## src/rtl/cipher_pkg.sv

```systemverilog
// Shared cipher definitions for the 8-bit cipher link (transmit side, receive side, bench).
// Also holds the receive state type. That type gains RX_PARITY when CIPHER_RX_PARITY_EN is defined.
package cipher_pkg;

  localparam int unsigned CIPHER_ROT = 3;

  typedef enum logic [2:0] {
    RX_IDLE,
    RX_START,
    RX_DATA,
`ifdef CIPHER_RX_PARITY_EN
    RX_PARITY,
`endif
    RX_STOP
  } rx_state_t;

  // c = rotl(p ^ key, CIPHER_ROT)
  function automatic logic [7:0] cipher_encrypt(input logic [7:0] p, input logic [7:0] key);
    logic [7:0] x;
    x = p ^ key;
    return (x << CIPHER_ROT) | (x >> (8 - CIPHER_ROT));
  endfunction

  // p = rotr(c, CIPHER_ROT) ^ key
  function automatic logic [7:0] cipher_decrypt(input logic [7:0] c, input logic [7:0] key);
    logic [7:0] r;
    r = (c >> CIPHER_ROT) | (c << (8 - CIPHER_ROT));
    return r ^ key;
  endfunction

endpackage

```

## src/rtl/rx_sync2.sv

```systemverilog
// Two-flop synchroniser for the asynchronous serial line.
// Both flops reset to the idle level (1).
module rx_sync2 (
  input  logic clk,
  input  logic rst_n,
  input  logic d,
  output logic q
);

  logic meta;

  always_ff @(posedge clk or negedge rst_n) begin
    if (!rst_n) begin
      meta <= 1'b1;
      q    <= 1'b1;
    end else begin
      meta <= d;
      q    <= meta;
    end
  end

endmodule

```

## src/rtl/cipher_uart_rx.sv

```systemverilog
// Cipher-link UART receiver: 8N1 deserialiser, decrypt, and a one-entry valid/ready holding register.
// Define CIPHER_RX_PARITY_EN to add an even-parity bit after the data bits.
module cipher_uart_rx
  import cipher_pkg::*;
#(
  parameter int unsigned CLKS_PER_BIT = 104
) (
  input  logic       clk,
  input  logic       rst_n,
  input  logic       rx_i,
  input  logic [7:0] key,
  input  logic       dec_en,
  output logic [7:0] out_data,
  output logic       out_valid,
  input  logic       out_ready,
  output logic       frame_err,
  output logic       overrun
);

  localparam int unsigned CW = $clog2(CLKS_PER_BIT);
  localparam logic [CW-1:0] BIT_LAST  = CW'(CLKS_PER_BIT - 1);
  localparam logic [CW-1:0] HALF_LAST = CW'(CLKS_PER_BIT / 2 - 1);

  rx_state_t   state;
  logic        rx_s;
  logic        rx_prev;
  logic [1:0]  sync_ok;
  logic [CW-1:0] cnt;
  logic [2:0]  bit_idx;
  logic [7:0]  shreg;
  logic [7:0]  plain;
  logic        fall;
  logic        bit_tick;
  logic        half_tick;

  rx_sync2 u_sync (
    .clk   (clk),
    .rst_n (rst_n),
    .d     (rx_i),
    .q     (rx_s)
  );

  always_comb begin
    plain     = dec_en ? cipher_decrypt(shreg, key) : shreg;
    fall      = rx_prev & ~rx_s;
    bit_tick  = (cnt == BIT_LAST);
    half_tick = (cnt == HALF_LAST);
  end

  always_ff @(posedge clk or negedge rst_n) begin
    if (!rst_n) begin
      state     <= RX_IDLE;
      rx_prev   <= 1'b0;
      sync_ok   <= '0;
      cnt       <= '0;
      bit_idx   <= '0;
      shreg     <= '0;
      out_data  <= '0;
      out_valid <= 1'b0;
      frame_err <= 1'b0;
      overrun   <= 1'b0;
    end else begin
      frame_err <= 1'b0;
      overrun   <= 1'b0;
      // The synchroniser's reset value is not a real line level: edge detection
      // is armed only after a genuine high has come through both flops, so a
      // line already low at reset release is ignored.
      sync_ok   <= {sync_ok[0], 1'b1};
      rx_prev   <= sync_ok[1] & rx_s;

      if (out_valid && out_ready)
        out_valid <= 1'b0;

      case (state)
        RX_IDLE: begin
          if (fall) begin
            state   <= RX_START;
            cnt     <= '0;
            bit_idx <= '0;
          end
        end

        RX_START: begin
          if (half_tick) begin
            cnt   <= '0;
            state <= rx_s ? RX_IDLE : RX_DATA;
          end else begin
            cnt <= cnt + 1'b1;
          end
        end

        RX_DATA: begin
          if (bit_tick) begin
            cnt     <= '0;
            shreg   <= {rx_s, shreg[7:1]};
            bit_idx <= bit_idx + 3'd1;
            if (bit_idx == 3'd7) begin
`ifdef CIPHER_RX_PARITY_EN
              state <= RX_PARITY;
`else
              state <= RX_STOP;
`endif
            end
          end else begin
            cnt <= cnt + 1'b1;
          end
        end

`ifdef CIPHER_RX_PARITY_EN
        RX_PARITY: begin
          if (bit_tick) begin
            cnt <= '0;
            if ((^shreg) == rx_s) begin
              state <= RX_STOP;
            end else begin
              frame_err <= 1'b1;
              state     <= RX_IDLE;
            end
          end else begin
            cnt <= cnt + 1'b1;
          end
        end
`endif

        RX_STOP: begin
          if (bit_tick) begin
            cnt   <= '0;
            state <= RX_IDLE;
            // Completion returns to IDLE mid stop bit so back-to-back frames are caught.
            if (rx_s) begin
              if (!out_valid || out_ready) begin
                out_data  <= plain;
                out_valid <= 1'b1;
              end else begin
                overrun <= 1'b1;
              end
            end else begin
              frame_err <= 1'b1;
            end
          end else begin
            cnt <= cnt + 1'b1;
          end
        end

        default: state <= RX_IDLE;
      endcase
    end
  end

endmodule

```

## config.mk

```make
export PLATFORM = sky130hd
export DESIGN_NAME = cipher_uart_rx
export DESIGN_NICKNAME = d
export VERILOG_FILES = /design/src/rtl/cipher_pkg.sv /design/src/rtl/rx_sync2.sv /design/src/rtl/cipher_uart_rx.sv
export SDC_FILE = /design/constraint.sdc
export NUM_CORES = 1
export LEC_CHECK = 0
export CELL_PAD_IN_SITES_DETAIL_PLACEMENT = 1
export CELL_PAD_IN_SITES_GLOBAL_PLACEMENT = 1
export CORE_ASPECT_RATIO = 2
export CORE_UTILIZATION = 38
export CTS_BUF_LIST = sky130_fd_sc_hd__clkbuf_4
export DETAILED_ROUTE_END_ITERATION = 10
export DONT_BUFFER_PORTS = 1
export PLACE_DENSITY_LB_ADDON = 0.1
export SYNTH_ARGS = -nofsm -noshare
export SYNTH_HDL_FRONTEND = slang
export SYNTH_SLANG_ARGS = --single-unit
export TNS_END_PERCENT = 10
```

## constraint.sdc

```tcl
create_clock -name clk -period 5.21 [get_ports clk]
set_input_delay 1.563 -clock clk [delete_from_list [all_inputs] [get_ports clk]]
set_output_delay 1.563 -clock clk [all_outputs]
set_load 0.05 [all_outputs]
```

# Word level (Yosys, flattened, before mapping)

Cells that the tools add are included.
Widths: inputs -> output; s select.

Flip-flop bits (word level): 37
Bits of input ports: 13
Word-level logic and storage cells: 69

Add/sub/neg operators: 2
Equality and inequality tests: 11
Multiplexer cells: 27
Bitwise logic cells: 5
Reductions and logical operators: 12

Operator list:

| operator            | count |
|---|---|
| $mux 3              | 7 |
| $mux 7              | 3 |
| $pmux 7 s3          | 1 |
| $mux 1              | 12 |
| $pmux 3 s4          | 1 |
| $ne 2x2->1 const B  | 5 |
| $mux 8              | 1 |
| $or 5x8->8          | 1 |
| $xor 8x8->8         | 1 |
| $add 7x1->7 const B | 1 |
| $eq 7x6->1 const B  | 1 |
| $eq 7x7->1 const B  | 1 |
| $eq 3x2->1 const B  | 2 |
| $pmux 3 s2          | 1 |
| $reduce_and 5->1    | 1 |
| $reduce_and 2->1    | 2 |
| $reduce_and 4->1    | 1 |
| $add 3x1->3 const B | 1 |
| $eq 3x1->1 const B  | 1 |
| $eq 3x3->1 const B  | 1 |
| $logic_not 3->1     | 1 |
| $reduce_and 3->1    | 1 |
| $reduce_bool 3->1   | 1 |
| $and 1x1->1         | 2 |
| other kinds (7)     | 7 |

# Longest topological paths before layout

Gate-level depths: netlist of the first run.

Word-level depth: 6
Depth in mapped cells: 6
Mapped depth without buffers: 5

# Hierarchy

Synthesis of the first run repeated with hierarchy kept, for this count alone.

Cells, all modules: 154
Area, all modules: 1,764.2 µm²

Modules (own cells, without submodules):

| module         | times used | cells each | area each (µm²) | seq. area each (µm²) |
|---|---|---|---|---|
| cipher_uart_rx | 1          | 152        | 1,711.6         | 850.8 |
| rx_sync2       | 1          | 2          | 52.6            | 52.6 |

# Worst setup path before layout of the first run

Ideal clock, no wire load.

Path kind: input -> register
From: in out_ready
To: reg out_data[0]
Setup time: 0.125 ns
Arrival time: 2.470 ns
Slack: 2.615 ns
Stages: 4
Path buffers: 1
Cell sequence: nand2b_1 or3b_1 buf_6 mux2_4

Longest elaborated chain between the ends: 2

RTL lines:

| item                              | RTL line              | RTL |
|---|---|---|
| from (decl)                       | cipher_uart_rx.sv:15  | `input logic out_ready,` |
| $logic_or 1x1->1                  | cipher_uart_rx.sv:131 | `if (!out_valid \|\| out_ready) begin` |
| $reduce_and 4->1 (no source line) | -                     |  |
| to (signal assigned)              | cipher_uart_rx.sv:132 | `out_data <= plain;` |
| to (decl)                         | cipher_uart_rx.sv:13  | `output logic [7:0] out_data,` |

Every way passes these cells.
A chain may end at the register's enable or synchronous reset.

# Final worst setup path of the first run

From: reg out_data[3]
To: out out_data[3]

No word-level cell between the ends.

==> results of run 1 <==
==> layer usage <==
layer  vias up  global-route usage  routed length, um
li1        537                   -                  -
met1       567               0.181               1300
met2        19               0.303               2010
met3         6              0.0374                100
met4         0              0.0725                 70
met5         -                   0                  0
==> layout by cell type (no fill, tap or decap), types with 2 or more instances in the layout <==
master / n
mux2_2: 10
mux2i_1: 2
nor2b_1: 2
dfrtp_1: 34
nand2b_1: 3
nand3_1: 2
and2_1: 3
o21ai_0: 6
xnor2_1: 9
a21oi_1: 14
mux2_4: 8
dfstp_2: 2
nor2_1: 14
ha_1: 3
clkinv_1: 2
nand2_1: 11
a211oi_1: 2
inv_1: 5
clkbuf_4: 5
nor3_1: 2
==> how the worst min path moves through the flow <==
stage / depth (start not counted) / startpoint / endpoint / slack, ns
global placement: 0 / sync_ok[0] / sync_ok[1] / 0.33
global route: 0 / sync_ok[0] / sync_ok[1] / 0.37
finish: 0 / sync_ok[0] / sync_ok[1] / 0.35
CTS: 0 / sync_ok[0] / sync_ok[1] / 0.36
floorplan: 0 / sync_ok[0] / sync_ok[1] / 0.33
detailed placement: 0 / sync_ok[0] / sync_ok[1] / 0.34
==> state kept, by name (all words and copies together), names as in the netlist <==
register and count:
frame_err 1, overrun 1, rx_prev 1, shreg 8, out_valid 1, sync_ok 2, bit_idx 3, cnt 7
out_data 8, u_sync.meta 1, state 2, u_sync.q 1
==> where the power goes <==
group	leakage [nW]	switching (mW)	internal, mW
Combinational	0.341	0.0165	0.0193
Clock	0.0403	0.0891	0.0980
Sequential	0.473	0.0268	0.293
Total	0.855	0.132	0.411
==> stage by stage <==
step | total power, mW | utilization | cells | instance area [um^2] | hold slack (ns)
after floorplan | 0.354 | - | 156 | 1760 | 0.331
after global placement | 0.360 | 0.409 | 204 | 1790 | 0.332
after detailed placement | 0.362 | 0.409 | 204 | 1790 | 0.336
after CTS | 0.554 | 0.427 | 212 | 1870 | 0.359
after global routing | 0.570 | 0.427 | 212 | 1870 | 0.368
final | 0.543 | 0.427 | 212 | 1870 | 0.354
==> layout make-up <==
| type | count | area [um^2] |
|---|---|---|
| Fill cell | 486 | 2510 |
| Sequential cell | 36 | 903 |
| Multi-Input combinational cell | 109 | 805 |
| Tap cell | 54 | 67.6 |
| Clock buffer | 5 | 37.5 |
| Clock inverter | 3 | 37.5 |
| Inverter | 5 | 18.8 |
==> cells by family (layout without fill, tap and decap cells) <==
logic type	count (synthesis)	count (layout)
AO/OA/AOI/OAI	31	31
XOR/XNOR	10	10
other	1	1
buffers and inverters	11	13
AND/OR/NAND/NOR	44	44
multiplexers	20	20
flip-flops	36	36
adder cells (fa/ha/maj)	3	3
==> cell usage after synthesis, drive strengths merged (2+ instances only) <==
cell type  instances  share of area
a211oi             2         0.0085
a21oi             14          0.040
and2               3          0.011
and4bb             2          0.014
buf                3          0.013
clkbuf             3         0.0064
dfrtp             34           0.48
dfstp              2          0.030
ha                 3          0.021
inv                5          0.011
mux2              18           0.13
mux2i              2          0.011
nand2             11          0.023
nand2b             3          0.011
nand3              2         0.0057
nor2              14          0.030
nor2b              2         0.0071
nor3               2         0.0057
o21ai              6          0.017
xnor2              9          0.045
==> key figures, run 1 <==
Logic synthesis
  – Mapped Area: 1760 um^2
  – Primary FF master, synth: dfrtp_1
  – EDFF count, synth: 0
  – Net Count, Synth: 172
  – Seq/Total Area, Yosys: 0.513
  – Asr flop ratio synth: 1.00
  – Synth cell types: 40
  – Compound-Gate Fraction of Synth Area: 0.106
  – Mux cell area share after synthesis: 0.143
  – Post-synthesis xor/xnor area fraction: 0.0497
  – Avg Cell Area, Syn: 11.3 um^2
  – Syn. warnings: 0
  – Largest family of logic cells by synthesized area: multiplexers
  – Post-Synth Simple-Gate Area: 0.134
  – Syn Inst Count: 156
  – Adder-Cell Fraction of Synth Area: 0.0213
  – #FFs+latches synth: 36

Setup path
  – WS Path Type: flop to primary output
  – Reg-to-reg endpoint: out_data[5]
  – Critical Path Sink Type: primary output
  – Reg2Reg Depth: 5
  – Critical path peak fanout: 2
  – Worst EP arrival: 1.00 ns
  – Worst Setup SP: out_data[3]
  – WP depth: 0
  – Reg2reg setup slack: 3.04 ns
  – Critical Path End: out_data[3]
  – RR Startpoint: cnt[0]
  – CP required: 3.65 ns
  – Worst Setup Start Kind: flop

Timing
  – Final min period: 2.56 ns
  – Tcrit/Tclk final: 0.492
  – RSZ-0062 raised after global routing: no
  – Setup ws final: 2.65 ns
  – Fin Setup TNS: 0 ns
  – Slew headroom: 0.456
  – Final Skew: 0.0151 ns
  – Final setup violation count: 0
  – Fin. Hold Viols: 0
  – Max Freq: 390 MHz
  – Measured slew at the worst slew-check pin: 0.811 ns
  – Final slew viol count: 0

Floorplan
  – Die height: 98.3 um
  – Die X: 50.1 um
  – DIE AREA: 4930 um^2
  – IO Pins: 24
  – Rows: 34
  – Core area: 4380 um^2
  – Initial Util: 0.402

Power
  – Maximum VDD drop: 0.257 mV
  – Power density over the cells: 291 nW/um^2
  – Leakage power: 0.855 nW

Final layout
  – Ratio of cells with drive above 1 in the final layout: 0.190
  – Syn-to-layout area delta: 6.11%
  – Antenna cells: 0
  – Layout Nets: 173

CTS
  – Hold_buf cts: 0
  – Clk Latency, worst-skew pair: 0.34 ns
  – Worst-path clk slew: 0.11 ns
  – CTS buffer count: 5
  – Clk buf depth: 2
  – Clock sinks: 36
  – H-Tree Level Count: 2
  – Setup bufs post-CTS: 0
  – Post-CTS sizing: 0
  – CTS tree: built
  – CTS root buffer: clkbuf_4

Placed design
  – Detailed placement HPWL: 2610 um
  – Pre-CTS setup slack: 2.39 ns
  – IO buf count: 0
  – Global placer's final weighted congestion: 0.775

Global routing
  – Vias in the first global route: 1205
  – First-pass GRT wire length: 6180 um
  – Tot GR Track Use: 0.168
  – Total global routing overflow: 0
  – Initial antenna violation count: 0
  – Largest net degree at the start of global routing: 37

Min path
  – Worst min path class: flop to flop

Detailed routing
  – DR vias/cell: 5.33
  – Routed Wire Length: 3480 um
  – Routed Antenna Nets: 0
  – First-pass DRT Iterations: 3
  – DRT iter0 DRCs: 11
  – Detailed-route via count: 1129
  – Average wire per cell in the routed design: 16.4 um
  – Number of remaining DRC errors: 0

Flow run
  – MaxCap Viol Count: 0

Status
  – Status: complete, no violations
No activity file was read; power rests on OpenSTA's default activity.
==> run 2, diff against run 1 <==
- clock period: 5.21 -> 2.09 ns (I/O delays scaled with it)
==> run 2 against run 1 <==
Net effect: final area increased by 4.2%; clock power increased by 100%; non-clock buffer count increased by 9; first-iteration DRC count increased by 91%; clock skew decreased by 0.0015 ns; core utilization increased by 1.8 points; via count increased by 5.5%.
==> key figures, run 2 (synthesis results as in run 1) <==
Placed design
  – IO buf count: 0 (unchanged)
  – Detailed placement HPWL: 2840 um (+8.6%)
  – Global placer's final weighted congestion: 0.764 (-1.4%)

Floorplan
  – Initial Util: 0.402 (unchanged)
  – Die height: 98.3 um (unchanged)
  – IO Pins: 24 (unchanged)
  – Core area: 4380 um^2 (unchanged)
  – Die X: 50.1 um (unchanged)
  – DIE AREA: 4930 um^2 (unchanged)
  – Rows: 34 (unchanged)

Detailed routing
  – DRT iter0 DRCs: 21 (+10)
  – First-pass DRT Iterations: 3 (unchanged)
  – Number of remaining DRC errors: 0 (unchanged)
  – DR vias/cell: 5.39 (+1.2%)
  – Average wire per cell in the routed design: 17.1 um (+4.0%)
  – Routed Wire Length: 3770 um (+8.5%)
  – Detailed-route via count: 1191 (+5.5%)
  – Routed Antenna Nets: 0 (unchanged)

CTS
  – CTS root buffer: clkbuf_4
  – Clk buf depth: 2 (unchanged)
  – Clk Latency, worst-skew pair: 0.34 ns (about the same)
  – Clock sinks: 36 (unchanged)
  – Worst-path clk slew: 0.11 ns (about the same)
  – CTS buffer count: 5 (unchanged)
  – CTS tree: built
  – H-Tree Level Count: 2 (unchanged)

Setup path
  – CP required: 2.32 ns (-1.33 ns)
  – Worst Setup SP: cnt[0]
  – Worst EP arrival: 2.17 ns (+1.17 ns)
  – WS Path Type: flop to flop
  – Critical path peak fanout: 8 (+6)
  – Critical Path Sink Type: flop
  – Worst Setup Start Kind: flop
  – RR Startpoint: cnt[0]

Timing
  – Final setup violation count: 0 (unchanged)
  – RSZ-0062 raised after global routing: no
  – Final min period: 1.94 ns
  – Fin. Hold Viols: 0 (unchanged)
  – Fin Setup TNS: 0 ns (unchanged)
  – Final Skew: 0.0136 ns (-0.00153 ns)
  – Final slew viol count: 0 (unchanged)
  – Max Freq: 515 MHz
  – Tcrit/Tclk final: 0.929
  – WHS: 0.101 ns (-0.254 ns)

Final layout
  – Commonest cells after routing, fill and taps aside: 34 x dfrtp_1, 14 x nor2_1, 14 x a21oi_1
  – Layout Nets: 182 (+5.2%)
  – Commonest non-fill, non-tap cell in the layout: dfrtp_1
  – Syn-to-layout area delta: 10.5%
  – Ratio of cells with drive above 1 in the final layout: 0.251 (+0.0616)
  – Antenna cells: 0 (unchanged)
  – Final Core Density: 0.444 (+0.0177)
  – Biggest regs: out_data x8, shreg x8, cnt x7

Power
  – Clock group share of total power: 0.295 (-0.050)
  – NetSw: 347 uW (+160%)
  – Seq pwr share: 0.617 (+0.027)
  – Gate power share: 0.089 (+0.023)
  – Leakage power: 0.906 nW (+5.9%)
  – Maximum VDD drop: 0.348 mV (+36%)
  – Switching Share: 0.269 (+0.0248)
  – Internal Power: 944 uW (+130%)
  – Power density over the cells: 663 nW/um^2 (+130%)

Global routing
  – Total global routing overflow: 0 (unchanged)
  – First-pass GRT wire length: 6470 um (+4.6%)
  – Largest net degree at the start of global routing: 35 (-5.4%)
  – Tot GR Track Use: 0.178 (+0.00957)
  – Initial antenna violation count: 0 (unchanged)
  – Vias in the first global route: 1372 (+14%)

Min path
  – Worst min path class: input pin to asynchronous set/reset pin

Flow run
  – MaxCap Viol Count: 0 (unchanged)

Status
  – Status: complete, no violations
## run 2: changes by cell type in the layout (fill, tap and decap cells not counted)
cell	before	now
buf_4	0	7
buf_12	0	2
clkbuf_4	5	7
clkinv_1	2	0
and2_1	3	2
and2_4	0	1
bufinv_16	1	0
clkinv_2	0	1
## run 2: power groups by stage
stage | Clock, mW | Combinational, mW | Sequential [mW]
detailed placement | 0 | 0.0981 | 0.810
finish | 0.380 | 0.114 | 0.796
global placement | 0 | 0.0921 | 0.807
CTS | 0.403 | 0.118 | 0.796
floorplan | 0 | 0.0801 | 0.803
global route | 0.427 | 0.136 | 0.801
## run 2: metrics by stage
stage	instances	area [um^2]	setup WS [ns]	total power, mW
after floorplan	156	1760	0.272	0.883
after global placement	211	1850	0.184	0.899
after detailed placement	211	1850	0.115	0.908
after CTS	220	1920	0.0956	1.32
after global routing	221	1950	0.0464	1.36
final	221	1950	0.148	1.29
## run 2: metal layers
metal	GRT usage	up-vias	share of wire
li1	-	557	-
met1	0.154	609	0.34
met2	0.351	19	0.61
met3	0.0436	6	0.029
met4	0.0857	0	0.022
met5	0	-	0
## run 2: worst paths after layout
check,endpoint,slack [ns],cells past startpoint
worst max-delay path,out_data[6],0.15,6
min in group clk,u_sync.meta,0.28,0
worst max register to register,out_data[6],0.15,6
worst min-delay path,out_data[4],0.10,1
worst min register to register,sync_ok[1],0.36,0
max in group asynchronous,cnt[4],1.79,1
## run 2: final cells by class
cell class                 count  area, um^2
clock inverter                 1        5.00
sequential                    36         903
clock buffer                   7        52.6
fill                         483        2430
multi-input combinational    109         807
timing repair buffer           9        92.6
tap                           54        67.6
inverter                       5        18.8
## run 2: critical path, stage by stage, from the launching register on
cell and delay [ns]:
dfrtp_1 0.41, ha_1 0.23, and2_4 0.18, nand4_1 0.13
or3b_1 0.38, buf_4 0.20, mux2_4 0.30
## run 2: what timing repair did
item	in CTS	in global routing
buffers inserted	0	1
endpoints found under the setup margin	0	16
resized for setup	0	1
endpoints found under the hold margin	34	0
hold buffers	1	0
